[config.mk]
export PLATFORM = sky130hd
export DESIGN_NAME = fdct_row_seq
export DESIGN_NICKNAME = d
export VERILOG_FILES = /design/src/rtl/fdct_pkg.sv /design/src/rtl/fdct_mac.sv /design/src/rtl/fdct_row_seq.sv
export SDC_FILE = /design/constraint.sdc
export NUM_CORES = 1
export LEC_CHECK = 0
export BUFFER_PORTS_ARGS = -buffer_cell sky130_fd_sc_hd__buf_2
export CORE_MARGIN = 4
export CORE_UTILIZATION = 60
export CTS_BUF_LIST = sky130_fd_sc_hd__clkbuf_4
export CTS_CLUSTER_DIAMETER = 40
export CTS_CLUSTER_SIZE = 20
export DETAILED_ROUTE_END_ITERATION = 12
export PLACE_DENSITY = 0.77
export RECOVER_POWER = 100
export SLEW_MARGIN = 10
export SYNTH_ARGS = -nofsm -noshare
export SYNTH_HDL_FRONTEND = slang
export SYNTH_HIERARCHICAL = 1
export SYNTH_SLANG_ARGS = --single-unit
[constraint.sdc]
create_clock -name clk -period 11.8 [get_ports clk]
set_input_delay 1.77 -clock clk [delete_from_list [all_inputs] [get_ports clk]]
set_output_delay 1.77 -clock clk [all_outputs]
set_load 0.02 [all_outputs]
[src/rtl/fdct_pkg.sv]
// Shared definitions for the sequential 8-point row FDCT.
// Holds the FSM state encoding, the Q12 cosine table C[u][n]
// (orthonormal DCT-II, rounded half away from zero), and the rounding
// and shift constants of the final scaling step.
package fdct_pkg;

    localparam int unsigned N_PTS     = 8;
    localparam int unsigned IDX_W     = 3;
    localparam int unsigned TAB_W     = 13;
    localparam int unsigned RND_CONST = 2048;
    localparam int unsigned RND_SHIFT = 12;

    typedef enum logic [1:0] {
        ST_LOAD    = 2'd0,
        ST_COMPUTE = 2'd1,
        ST_DRAIN   = 2'd2
    } state_e;

    // C[u][n] = round(4096 * c(u) * cos((2n+1)u*pi/16)), c(0)=1/(2*sqrt2), c(u>0)=1/2
    localparam logic signed [TAB_W-1:0] C_TAB [N_PTS][N_PTS] = '{
        '{ 13'sd1448,  13'sd1448,  13'sd1448,  13'sd1448,  13'sd1448,  13'sd1448,  13'sd1448,  13'sd1448},
        '{ 13'sd2009,  13'sd1703,  13'sd1138,  13'sd400,  -13'sd400,  -13'sd1138, -13'sd1703, -13'sd2009},
        '{ 13'sd1892,  13'sd784,  -13'sd784,  -13'sd1892, -13'sd1892, -13'sd784,   13'sd784,   13'sd1892},
        '{ 13'sd1703, -13'sd400,  -13'sd2009, -13'sd1138,  13'sd1138,  13'sd2009,  13'sd400,  -13'sd1703},
        '{ 13'sd1448, -13'sd1448, -13'sd1448,  13'sd1448,  13'sd1448, -13'sd1448, -13'sd1448,  13'sd1448},
        '{ 13'sd1138, -13'sd2009,  13'sd400,   13'sd1703, -13'sd1703, -13'sd400,   13'sd2009, -13'sd1138},
        '{ 13'sd784,  -13'sd1892,  13'sd1892, -13'sd784,  -13'sd784,   13'sd1892, -13'sd1892,  13'sd784},
        '{ 13'sd400,  -13'sd1138,  13'sd1703, -13'sd2009,  13'sd2009, -13'sd1703,  13'sd1138, -13'sd400}
    };

    // Table lookup for coefficient u, sample n
    function automatic logic signed [TAB_W-1:0] coef(input logic [IDX_W-1:0] u,
                                                      input logic [IDX_W-1:0] n);
        return C_TAB[u][n];
    endfunction

endpackage

[src/rtl/fdct_mac.sv]
// Registered multiply-accumulate for the row FDCT.
// Ports:
//   clk, rst  : clock, synchronous active-high reset (clears accumulator)
//   clr       : synchronous accumulator clear (priority over en)
//   en        : accumulate a*b into the accumulator
//   a, b      : signed sample and signed Q12 coefficient
//   result_c  : combinational sat((acc + a*b + RND_CONST) >>> RND_SHIFT)
module fdct_mac
    import fdct_pkg::*;
#(
    parameter int unsigned DATA_W = 16,
    parameter int unsigned COEF_W = TAB_W,
    parameter int unsigned OUT_W  = 18,
    parameter int unsigned ACC_W  = 34
) (
    input  logic                     clk,
    input  logic                     rst,
    input  logic                     clr,
    input  logic                     en,
    input  logic signed [DATA_W-1:0] a,
    input  logic signed [COEF_W-1:0] b,
    output logic signed [OUT_W-1:0]  result_c
);

    localparam int unsigned PROD_W = DATA_W + COEF_W;
    localparam logic signed [ACC_W-1:0] RND = ACC_W'(RND_CONST);

    logic signed [PROD_W-1:0]    prod;
    logic signed [ACC_W-1:0]     acc_q;
    logic signed [ACC_W-1:0]     acc_sum;
    logic signed [ACC_W-1:0]     rounded;
    logic signed [ACC_W-1:0]     shifted;
    logic        [ACC_W-OUT_W:0] hi;
    logic                        fits;

    // Full-precision product, sign-extended into the accumulator width
    assign prod    = a * b;
    assign acc_sum = acc_q + ACC_W'(prod);
    assign rounded = acc_sum + RND;
    assign shifted = rounded >>> RND_SHIFT;

    // Result fits OUT_W when all bits above the output sign bit match it
    assign hi   = shifted[ACC_W-1:OUT_W-1];
    assign fits = (&hi) | (~|hi);

    always_comb begin
        result_c = shifted[OUT_W-1:0];
        if (!fits) begin
            result_c = shifted[ACC_W-1] ? {1'b1, {(OUT_W-1){1'b0}}}
                                        : {1'b0, {(OUT_W-1){1'b1}}};
        end
    end

    // Accumulator register
    always_ff @(posedge clk) begin
        if (rst || clr) begin
            acc_q <= '0;
        end else if (en) begin
            acc_q <= acc_sum;
        end
    end

endmodule

[src/rtl/fdct_row_seq.sv]
// Sequential forward 1-D DCT over one 8-sample row (encoder path).
// Loads 8 samples, computes 8 coefficients with one shared MAC
// (8 cycles per coefficient, 64 total), then streams F[0..7] out.
// Ports:
//   clk, rst              : clock, synchronous active-high reset
//   in_valid/in_ready     : sample stream handshake, in_data signed sample
//   out_valid/out_ready   : coefficient stream handshake
//   out_data, out_idx     : coefficient F[u] and its index u
//   out_last              : high with u=7
// Optional build macro FDCT_ROW_ZERO_SKIP_EN: an all-zero row skips
// COMPUTE and enters DRAIN straight after the 8th sample (same outputs).
module fdct_row_seq
    import fdct_pkg::*;
#(
    parameter int unsigned DATA_W = 16,
    parameter int unsigned OUT_W  = 18,
    parameter int unsigned COEF_W = TAB_W,
    parameter int unsigned ACC_W  = 34
) (
    input  logic                     clk,
    input  logic                     rst,
    input  logic                     in_valid,
    output logic                     in_ready,
    input  logic signed [DATA_W-1:0] in_data,
    output logic                     out_valid,
    input  logic                     out_ready,
    output logic signed [OUT_W-1:0]  out_data,
    output logic [IDX_W-1:0]         out_idx,
    output logic                     out_last
);

    localparam logic [IDX_W-1:0] IDX_LAST = IDX_W'(N_PTS - 1);

    state_e                  state_q, state_d;
    logic [IDX_W-1:0]        cnt_q, cnt_d;
    logic [IDX_W-1:0]        u_q, u_d;
    logic [IDX_W-1:0]        n_q, n_d;
    logic                    in_ready_d;
    logic                    out_valid_d;
    logic signed [OUT_W-1:0] out_data_d;
    logic [IDX_W-1:0]        out_idx_d;
    logic                    out_last_d;
    logic                    x_we;
    logic                    f_we;
    logic                    f_clr;
    logic                    mac_en;
    logic                    mac_clr;
    logic signed [OUT_W-1:0] mac_result;

    logic signed [DATA_W-1:0] x_q [N_PTS];
    logic signed [OUT_W-1:0]  f_q [N_PTS];

`ifdef FDCT_ROW_ZERO_SKIP_EN
    logic zero_q, zero_d, zero_row;

    // Row is still all-zero including the sample being accepted now
    assign zero_row = ((cnt_q == '0) || zero_q) && (in_data == '0);
`endif

    // Shared multiply-accumulate: x[n] * C[u][n]
    fdct_mac #(
        .DATA_W (DATA_W),
        .COEF_W (COEF_W),
        .OUT_W  (OUT_W),
        .ACC_W  (ACC_W)
    ) u_mac (
        .clk      (clk),
        .rst      (rst),
        .clr      (mac_clr),
        .en       (mac_en),
        .a        (x_q[n_q]),
        .b        (COEF_W'(coef(u_q, n_q))),
        .result_c (mac_result)
    );

    // Next-state and next-output logic
    always_comb begin
        state_d     = state_q;
        cnt_d       = cnt_q;
        u_d         = u_q;
        n_d         = n_q;
        in_ready_d  = in_ready;
        out_valid_d = out_valid;
        out_data_d  = out_data;
        out_idx_d   = out_idx;
        out_last_d  = out_last;
        x_we        = 1'b0;
        f_we        = 1'b0;
        f_clr       = 1'b0;
        mac_en      = 1'b0;
        mac_clr     = 1'b1;
`ifdef FDCT_ROW_ZERO_SKIP_EN
        zero_d      = zero_q;
`endif

        case (state_q)
            ST_LOAD: begin
                in_ready_d = 1'b1;
                if (in_valid && in_ready) begin
                    x_we  = 1'b1;
                    cnt_d = cnt_q + IDX_W'(1);
`ifdef FDCT_ROW_ZERO_SKIP_EN
                    zero_d = zero_row;
`endif
                    if (cnt_q == IDX_LAST) begin
                        in_ready_d = 1'b0;
                        u_d        = '0;
                        n_d        = '0;
`ifdef FDCT_ROW_ZERO_SKIP_EN
                        if (zero_row) begin
                            state_d     = ST_DRAIN;
                            f_clr       = 1'b1;
                            out_valid_d = 1'b1;
                            out_data_d  = '0;
                            out_idx_d   = '0;
                            out_last_d  = 1'b0;
                        end else begin
                            state_d = ST_COMPUTE;
                        end
`else
                        state_d = ST_COMPUTE;
`endif
                    end
                end
            end

            ST_COMPUTE: begin
                in_ready_d = 1'b0;
                mac_clr    = 1'b0;
                if (n_q == IDX_LAST) begin
                    // Last tap: write the rounded sum and restart the accumulator
                    f_we    = 1'b1;
                    mac_clr = 1'b1;
                    n_d     = '0;
                    u_d     = u_q + IDX_W'(1);
                    if (u_q == IDX_LAST) begin
                        state_d     = ST_DRAIN;
                        out_valid_d = 1'b1;
                        out_data_d  = f_q[0];
                        out_idx_d   = '0;
                        out_last_d  = 1'b0;
                    end
                end else begin
                    mac_en = 1'b1;
                    n_d    = n_q + IDX_W'(1);
                end
            end

            ST_DRAIN: begin
                in_ready_d = 1'b0;
                if (out_ready) begin
                    if (out_idx == IDX_LAST) begin
                        state_d     = ST_LOAD;
                        cnt_d       = '0;
                        in_ready_d  = 1'b1;
                        out_valid_d = 1'b0;
                        out_data_d  = '0;
                        out_idx_d   = '0;
                        out_last_d  = 1'b0;
                    end else begin
                        out_idx_d  = out_idx + IDX_W'(1);
                        out_data_d = f_q[IDX_W'(out_idx + IDX_W'(1))];
                        out_last_d = (out_idx == IDX_W'(N_PTS - 2));
                    end
                end
            end

            default: begin
                state_d = ST_LOAD;
            end
        endcase
    end

    // State, counters and registered outputs
    always_ff @(posedge clk) begin
        if (rst) begin
            state_q   <= ST_LOAD;
            cnt_q     <= '0;
            u_q       <= '0;
            n_q       <= '0;
            in_ready  <= 1'b0;
            out_valid <= 1'b0;
            out_data  <= '0;
            out_idx   <= '0;
            out_last  <= 1'b0;
`ifdef FDCT_ROW_ZERO_SKIP_EN
            zero_q    <= 1'b1;
`endif
        end else begin
            state_q   <= state_d;
            cnt_q     <= cnt_d;
            u_q       <= u_d;
            n_q       <= n_d;
            in_ready  <= in_ready_d;
            out_valid <= out_valid_d;
            out_data  <= out_data_d;
            out_idx   <= out_idx_d;
            out_last  <= out_last_d;
`ifdef FDCT_ROW_ZERO_SKIP_EN
            zero_q    <= zero_d;
`endif
        end
    end

    // Sample and coefficient storage; contents are don't-care outside a row
    always_ff @(posedge clk) begin
        if (x_we) begin
            x_q[cnt_q] <= in_data;
        end
        if (f_clr) begin
            for (int i = 0; i < N_PTS; i++) begin
                f_q[i] <= '0;
            end
        end else if (f_we) begin
            f_q[u_q] <= mac_result;
        end
    end

endmodule

==> flow_metrics.py, run 1 <==
metrics = {
    "outcome": {
        "outcome": "finished, violations left",
        "violations": "max-capacitance violations, max-slew violations",
    },
    "job": {
        "cap_violations": 11,
    },
    "clock_tree": {
        "cts_tree": "yes",
        "clk_pin_slew_ns": 0.12,
        "h-tree-depth": 2,
        "clk_latency_ns": 0.83,
        "postCtsSetupBuffers": 0,
        "cts_resized": 0,
        "cts_hold_buf": 0,
        "cts_root_buffer": "clkbuf_4",
        "cts_made_buffers": 48,
        "clk_path_buf_depth": 3,
        "cts.sinks": 344,
    },
    "power": {
        "switchingPower_mw": 2.62,
        "internal-power_mw": 3.13,
        "seq_power_share": 0.336,
        "clockPowerShare": 0.137,
        "power_density_mw_per_mm2": 209,
        "p_sw_frac": 0.455,
        "share_comb_of_total_power": 0.527,
        "power_leakage_nw": 10.8,
        "ir_drop_v": 0.000174,
        "power_mw": 5.75,
    },
    "min_path": {
        "hold_class": "flip-flop to flip-flop",
        "whs_endpoint": "out_last",
        "worst_hold_startpoint": "out_last",
        "hold_depth": 2,
    },
    "final_layout": {
        "layout.nets": 2735,
        "synthToLayoutAreaGrowth_pct": 4.53,
        "drive_above_1_share": 0.0923,
        "mostFrequentLayoutCell": "inv_1",
        "fin_cells": 2959,
        "final_cell_mix": "inv_1 (362), edfxtp_1 (272), fa_1 (256)",
        "fillers": 3400,
    },
    "route": {
        "via_per_inst": 5.90,
        "first_pass_iters": 6,
        "wire_per_inst_um": 20.2,
        "dr_total_vias": 17464,
        "drt_iter0_drc": 1268,
        "drc": 0,
        "wirelength_um": 59700,
        "ant_nets": 0,
    },
    "synthesis": {
        "syn_nets": 2730,
        "ys_seq_elements": 344,
        "ys_types": 95,
        "synth_ff_type": "edfxtp_1",
        "async_flop_share": 0,
        "netlist_instances": 2328,
        "synth_seq_area_share": 0.366,
        "ys_warn_count": 6,
        "synth_area_mm2": 0.0263,
        "synth_edf_count": 272,
        "syn_avg_cell_area_um2": 11.3,
    },
    "setup_path": {
        "r2r_setup_slack_ns": 0.97,
        "required_ns": 12.25,
        "cp_max_fo": 24,
        "path_buf_inv": 8,
        "critPathSlowestCell": "fa_1",
        "cp_common_cell": "fa_1",
        "worstSetupPathType": "flip-flop to flip-flop",
        "rr_endpoint": "f_q[2][15]",
        "rr_worst_depth": 32,
        "endpoint_kind": "flip-flop",
        "slowest_delay_ns": 1.12,
        "crit_path_start_kind": "flip-flop",
        "crit_family": "adder cells",
        "rr_startpoint": "u_q[1]",
        "arrival_ns": 11.28,
    },
    "placed_design": {
        "dpl.cell_count": 2868,
        "gp_congestion": 0.935,
        "place.detailed.hpwl_um": 42800,
        "io_buffers": 43,
    },
    "global_route": {
        "grt_usage": 0.257,
        "grt_pass1_vias": 18397,
        "grt_pass1_wl_um": 97100,
        "grt_antenna_before_repair": 2,
        "grt_max_degree": 53,
        "grt_overflow": 0,
    },
    "timing": {
        "skew_ns": 0.0737,
        "holdWs_ns": 0.462,
        "finalSetupTns_ns": 0,
        "tightest_slew_ns": 1.79,
        "slew_headroom": -0.194,
        "finalMaxSlewViolations": 236,
        "min_period_ns": 10.83,
        "post-route-period-util": 0.918,
        "setup_viol": 0,
        "hold_viol_final": 0,
        "clock.fmax_mhz": 92.3,
        "rsz0062_at_grt": "false",
    },
    "floorplan": {
        "initial_core_util": 0.609,
        "pin_count": 44,
        "die_x_um": 217,
        "dieArea_mm2": 0.0472,
        "std_cell_rows": 76,
        "core_mm2": 0.0432,
        "die_y_um": 217,
    },
}
==> worst register-to-register path: cells and delay by family (launching register included) <==
| kind | cells | cell delay [ns] |
|---|---|---|
| buf+inv | 8 | 1.39 |
| simple gates | 5 | 1.05 |
| mux | 1 | 0.25 |
| compound gates | 8 | 2.31 |
| xor+xnor | 2 | 0.55 |
| flops | 1 | 0.34 |
| fa+ha+maj | 8 | 4.60 |
==> worst max path at each step <==
stage	startpoint	to	cells after the start
floorplan	u_q[1]	f_q[0][16]	35
global placement	u_q[1]	f_q[0][14]	32
detailed placement	u_q[1]	f_q[7][1]	31
CTS	u_q[1]	f_q[1][2]	31
global route	flip-flop	f_q[6][6]	25
finish	u_q[1]	f_q[2][15]	32
==> power groups by stage <==
stage	combinational (mW)	sequential, mW	clock [mW]
final	3.03	1.93	0.790
after global routing	3.33	1.93	0.861
after CTS	3.08	1.93	0.807
after detailed placement	3.07	1.96	0
after global placement	2.96	1.95	0
after floorplan	2.30	1.95	0
==> area by class of cell <==
cell class,instances,area (um2),area share
Multi-Input combinational cell,1497,14600,0.533
Sequential cell,344,9610,0.350
Inverter,364,1370,0.0497
Tap cell,585,732,0.0266
Clock buffer,56,420,0.0153
Timing Repair Buffer,78,387,0.0141
Clock inverter,33,317,0.0115
Antenna cell,2,5.00,0.000182
==> layer usage <==
metal | global-route usage | wire length, um | vias to the layer above
met3 | 0.0390 | 3980 | 132
met4 | 0.0734 | 1570 | 0
met1 | 0.356 | 25300 | 8807
met2 | 0.427 | 28900 | 635
li1 | - | - | 7890
met5 | 0 | 0 | -
==> synthesized netlist by cell type, drive strengths merged, types with 13 or more instances <==
| cell | n | area share |
|---|---|---|
| mux2 | 18 | 0.0077 |
| nor2b | 29 | 0.0069 |
| nand2b | 26 | 0.0062 |
| o22ai | 23 | 0.0079 |
| buf | 57 | 0.013 |
| fa | 256 | 0.19 |
| nor3 | 24 | 0.0058 |
| a31oi | 14 | 0.0033 |
| mux2i | 125 | 0.048 |
| xnor2 | 35 | 0.012 |
| a22oi | 40 | 0.011 |
| xor2 | 19 | 0.0073 |
| nand3 | 22 | 0.0048 |
| a211oi | 13 | 0.0039 |
| dfxtp | 72 | 0.055 |
| inv | 362 | 0.052 |
| o21ai | 37 | 0.0078 |
| nor2 | 110 | 0.016 |
| nand2 | 180 | 0.026 |
| a21oi | 85 | 0.018 |
| and3 | 14 | 0.0035 |
| clkbuf | 66 | 0.0095 |
| edfxtp | 272 | 0.31 |
| mux4 | 37 | 0.032 |
| ha | 126 | 0.060 |
| and2 | 115 | 0.027 |
==> cell families after synthesis <==
kind of cell,share of synthesized area
AO/OA/AOI/OAI,0.0841
adder cells (fa/ha/maj),0.255
AND/OR/NAND/NOR,0.114
buffers and inverters,0.0747
multiplexers,0.0870
XOR/XNOR,0.0196
flip-flops,0.366
==> per-stage QoR <==
step / instance area [um2] / util / setup slack [ns]
6_report: 27500 / 0.636 / 0.972
5_1_grt: 27500 / 0.636 / 0.156
4_1_cts: 27700 / 0.641 / 1.11
3_5_place_dp: 26900 / 0.624 / 1.15
3_3_place_gp: 26900 / 0.624 / 1.58
2_1_floorplan: 26300 / - / 2.29
==> flip-flops by register name, indices dropped and copies added, names as in the netlist, 2 cells and up, named ones only <==
signal	count
cnt_q	3
f_q	144
n_q	3
out_data	18
out_idx	3
state_q	2
u_mac/acc_q	34
u_q	3
x_q	128
Note: power is estimated with default switching activity, not from simulation.
==> run 2, diff against run 1 <==
--- a/config.mk
+++ b/config.mk
@@ -5,6 +5,7 @@
 export SDC_FILE = /design/constraint.sdc
 export NUM_CORES = 1
 export LEC_CHECK = 0
+export ABC_AREA = 1
 export BUFFER_PORTS_ARGS = -buffer_cell sky130_fd_sc_hd__buf_2
 export CORE_MARGIN = 4
 export CORE_UTILIZATION = 60
==> flow_metrics.py, run 2 <==
metrics = {
    "setup_path": {
        "r2r_setup_slack_ns": 1.62,
        "arrival_ns": 10.80,
        "endpoint_kind": "flip-flop",
        "critPathSlowestCell": "fa_1",
        "cp_max_fo": 65,
        "crit_path_start_kind": "flip-flop",
        "slowest_delay_ns": 1.17,
        "rr_endpoint": "f_q[7][7]",
        "required_ns": 12.42,
        "cp_common_cell": "nand2_1",
        "worstSetupPathType": "flip-flop to flip-flop",
        "rr_worst_depth": 33,
    },
    "synthesis": {
        "synth_top_area_cell": "edfxtp_1",
        "syn_nets": 3776,
        "synth_top_area_share": 0.294,
        "netlist_instances": 3374,
        "synth_ff_type": "edfxtp_1",
        "ys_types": 52,
        "synth_seq_area_share": 0.346,
        "yosysMostFrequentCell": "nand2_1",
        "ys_seq_elements": 344,
        "synth_edf_count": 272,
        "synth_area_mm2": 0.0277,
        "syn_avg_cell_area_um2": 8.22,
        "synth_area_leaders": "edfxtp_1 (29%), fa_1 (18%), nand2_1 (12%)",
        "ys_top_cells_by_count": "nand2_1 (886), inv_1 (739), edfxtp_1 (272), nor2_1 (265), fa_1 (256)",
        "ys_warn_count": 6,
        "async_flop_share": 0,
    },
    "clock_tree": {
        "cts_made_buffers": 50,
        "clk_latency_ns": 0.83,
        "clk_pin_slew_ns": 0.11,
        "cts_hold_buf": 0,
        "postCtsSetupBuffers": 0,
        "cts_tree": "yes",
        "cts_resized": 0,
        "h-tree-depth": 2,
        "cts_root_buffer": "clkbuf_4",
        "clk_path_buf_depth": 3,
        "cts.sinks": 344,
    },
    "route": {
        "drc": 0,
        "drt_iter0_drc": 1761,
        "wirelength_um": 68400,
        "via_per_inst": 5.39,
        "ant_nets": 0,
        "first_pass_iters": 5,
        "wire_per_inst_um": 17.0,
        "dr_total_vias": 21637,
    },
    "global_route": {
        "grt_usage": 0.278,
        "grt_pass1_wl_um": 112000,
        "grt_pass1_vias": 22122,
        "grt_antenna_before_repair": 1,
        "grt_overflow": 0,
        "grt_max_degree": 77,
    },
    "final_layout": {
        "layout.nets": 3775,
        "synthToLayoutAreaGrowth_pct": 4.20,
        "drive_above_1_share": 0.0562,
        "largest_reg_flops": 144,
        "largestRegisters": "f_q x144, x_q x128, u_mac/acc_q x34",
        "largest_register": "f_q",
        "mostFrequentLayoutCell": "nand2_1",
        "fillers": 3938,
        "final_cell_mix": "nand2_1 (892), inv_1 (740), edfxtp_1 (272)",
    },
    "timing": {
        "slew_headroom": -1.23,
        "finalMaxSlewViolations": 134,
        "tightest_slew_ns": 3.35,
        "post-route-period-util": 0.863,
        "setup_viol": 0,
        "min_period_ns": 10.18,
        "clock.fmax_mhz": 98.2,
        "hold_viol_final": 0,
        "skew_ns": 0.107,
        "rsz0062_at_grt": "false",
        "finalSetupTns_ns": 0,
    },
    "placed_design": {
        "io_buffers": 43,
        "gp_congestion": 0.967,
        "place.detailed.hpwl_um": 49700,
    },
    "min_path": {
        "hold_depth": 2,
        "worst_hold_startpoint": "out_valid",
        "whs_endpoint": "out_valid",
        "hold_class": "flip-flop to flip-flop",
    },
    "outcome": {
        "violations": "max-capacitance violations, max-slew violations",
        "outcome": "finished, violations left",
    },
    "floorplan": {
        "core_mm2": 0.0456,
        "std_cell_rows": 78,
        "die_x_um": 223,
        "initial_core_util": 0.609,
        "dieArea_mm2": 0.0497,
        "die_y_um": 223,
        "pin_count": 44,
    },
    "job": {
        "cap_violations": 3,
    },
}
-- run 2: changes by cell type in the layout (fill, tap and decap cells not counted), sizes merged, moves of 37 or more --
cell   change
nand3    +182
mux2i    -125
and2     -109
nand2    +724
o21ai    +143
a22oi     -40
inv      +402
mux4      -37
nor2     +172
-- run 2: area by class of cell --
cell class	count	area, um2	share of cell area
diodes	1	2.50	0.0000866
clock buffers	55	413	0.0143
clock inverters	38	398	0.0138
inverters	762	2870	0.0993
multi-input cells	2139	14500	0.502
flip-flops and latches	344	9610	0.333
well taps	600	751	0.0260
repair buffers	76	342	0.0118
-- run 2: kinds of logic (layout without fill, tap and decap cells) --
logic type      after synthesis  after routing  share of synthesized area
other cells                   0              1                          0
compound gates              280            280                     0.0567
buf+inv                     891            931                      0.127
xor+xnor                     38             38                     0.0125
flops                       344            344                      0.346
simple gates               1439           1439                      0.216
fa+ha+maj                   382            382                      0.242
-- run 2: stage by stage --
stage / setup WS (ns) / hold WS, ns / utilization / cells / cell area [um2]
2_1_floorplan: 3.68 / 0.445 / - / 3374 / 27700
5_1_grt: 0.861 / 0.490 / 0.634 / 4015 / 28900
3_5_place_dp: 1.88 / 0.459 / 0.621 / 3921 / 28300
4_1_cts: 1.81 / 0.476 / 0.639 / 4014 / 29100
6_report: 1.62 / 0.481 / 0.634 / 4015 / 28900
3_3_place_gp: 2.13 / 0.452 / 0.621 / 3921 / 28300
-- run 2: worst max path at each step --
stage	slack, ns	cells past startpoint	end
2_1_floorplan	3.68	38	f_q[0][10]
3_3_place_gp	2.13	36	f_q[0][5]
5_1_grt	0.86	33	f_q[2][9]
3_5_place_dp	1.88	36	f_q[0][1]
4_1_cts	1.81	36	f_q[7][7]
6_report	1.62	33	f_q[7][7]
-- run 2: per-layer routing --
layer | vias to the layer above | wire (um) | track usage
met5 | - | 0 | 0
met4 | 0 | 2020 | 0.0974
met3 | 160 | 4890 | 0.0432
met2 | 853 | 33700 | 0.477
met1 | 10340 | 27800 | 0.362
li1 | 10284 | - | -
-- run 2: worst max-delay path: cells and delay by family, from the launching register on --
kind | cells | cell delay, ns
compound gates | 2 | 0.39
fa+ha+maj | 7 | 4.02
buf+inv | 6 | 1.52
flops | 1 | 0.33
simple gates | 18 | 3.64
Power of run 2 is left out: the tool's default activity adds up to more than one toggle a clock period on the data nets, which glitch-free logic cannot reach.
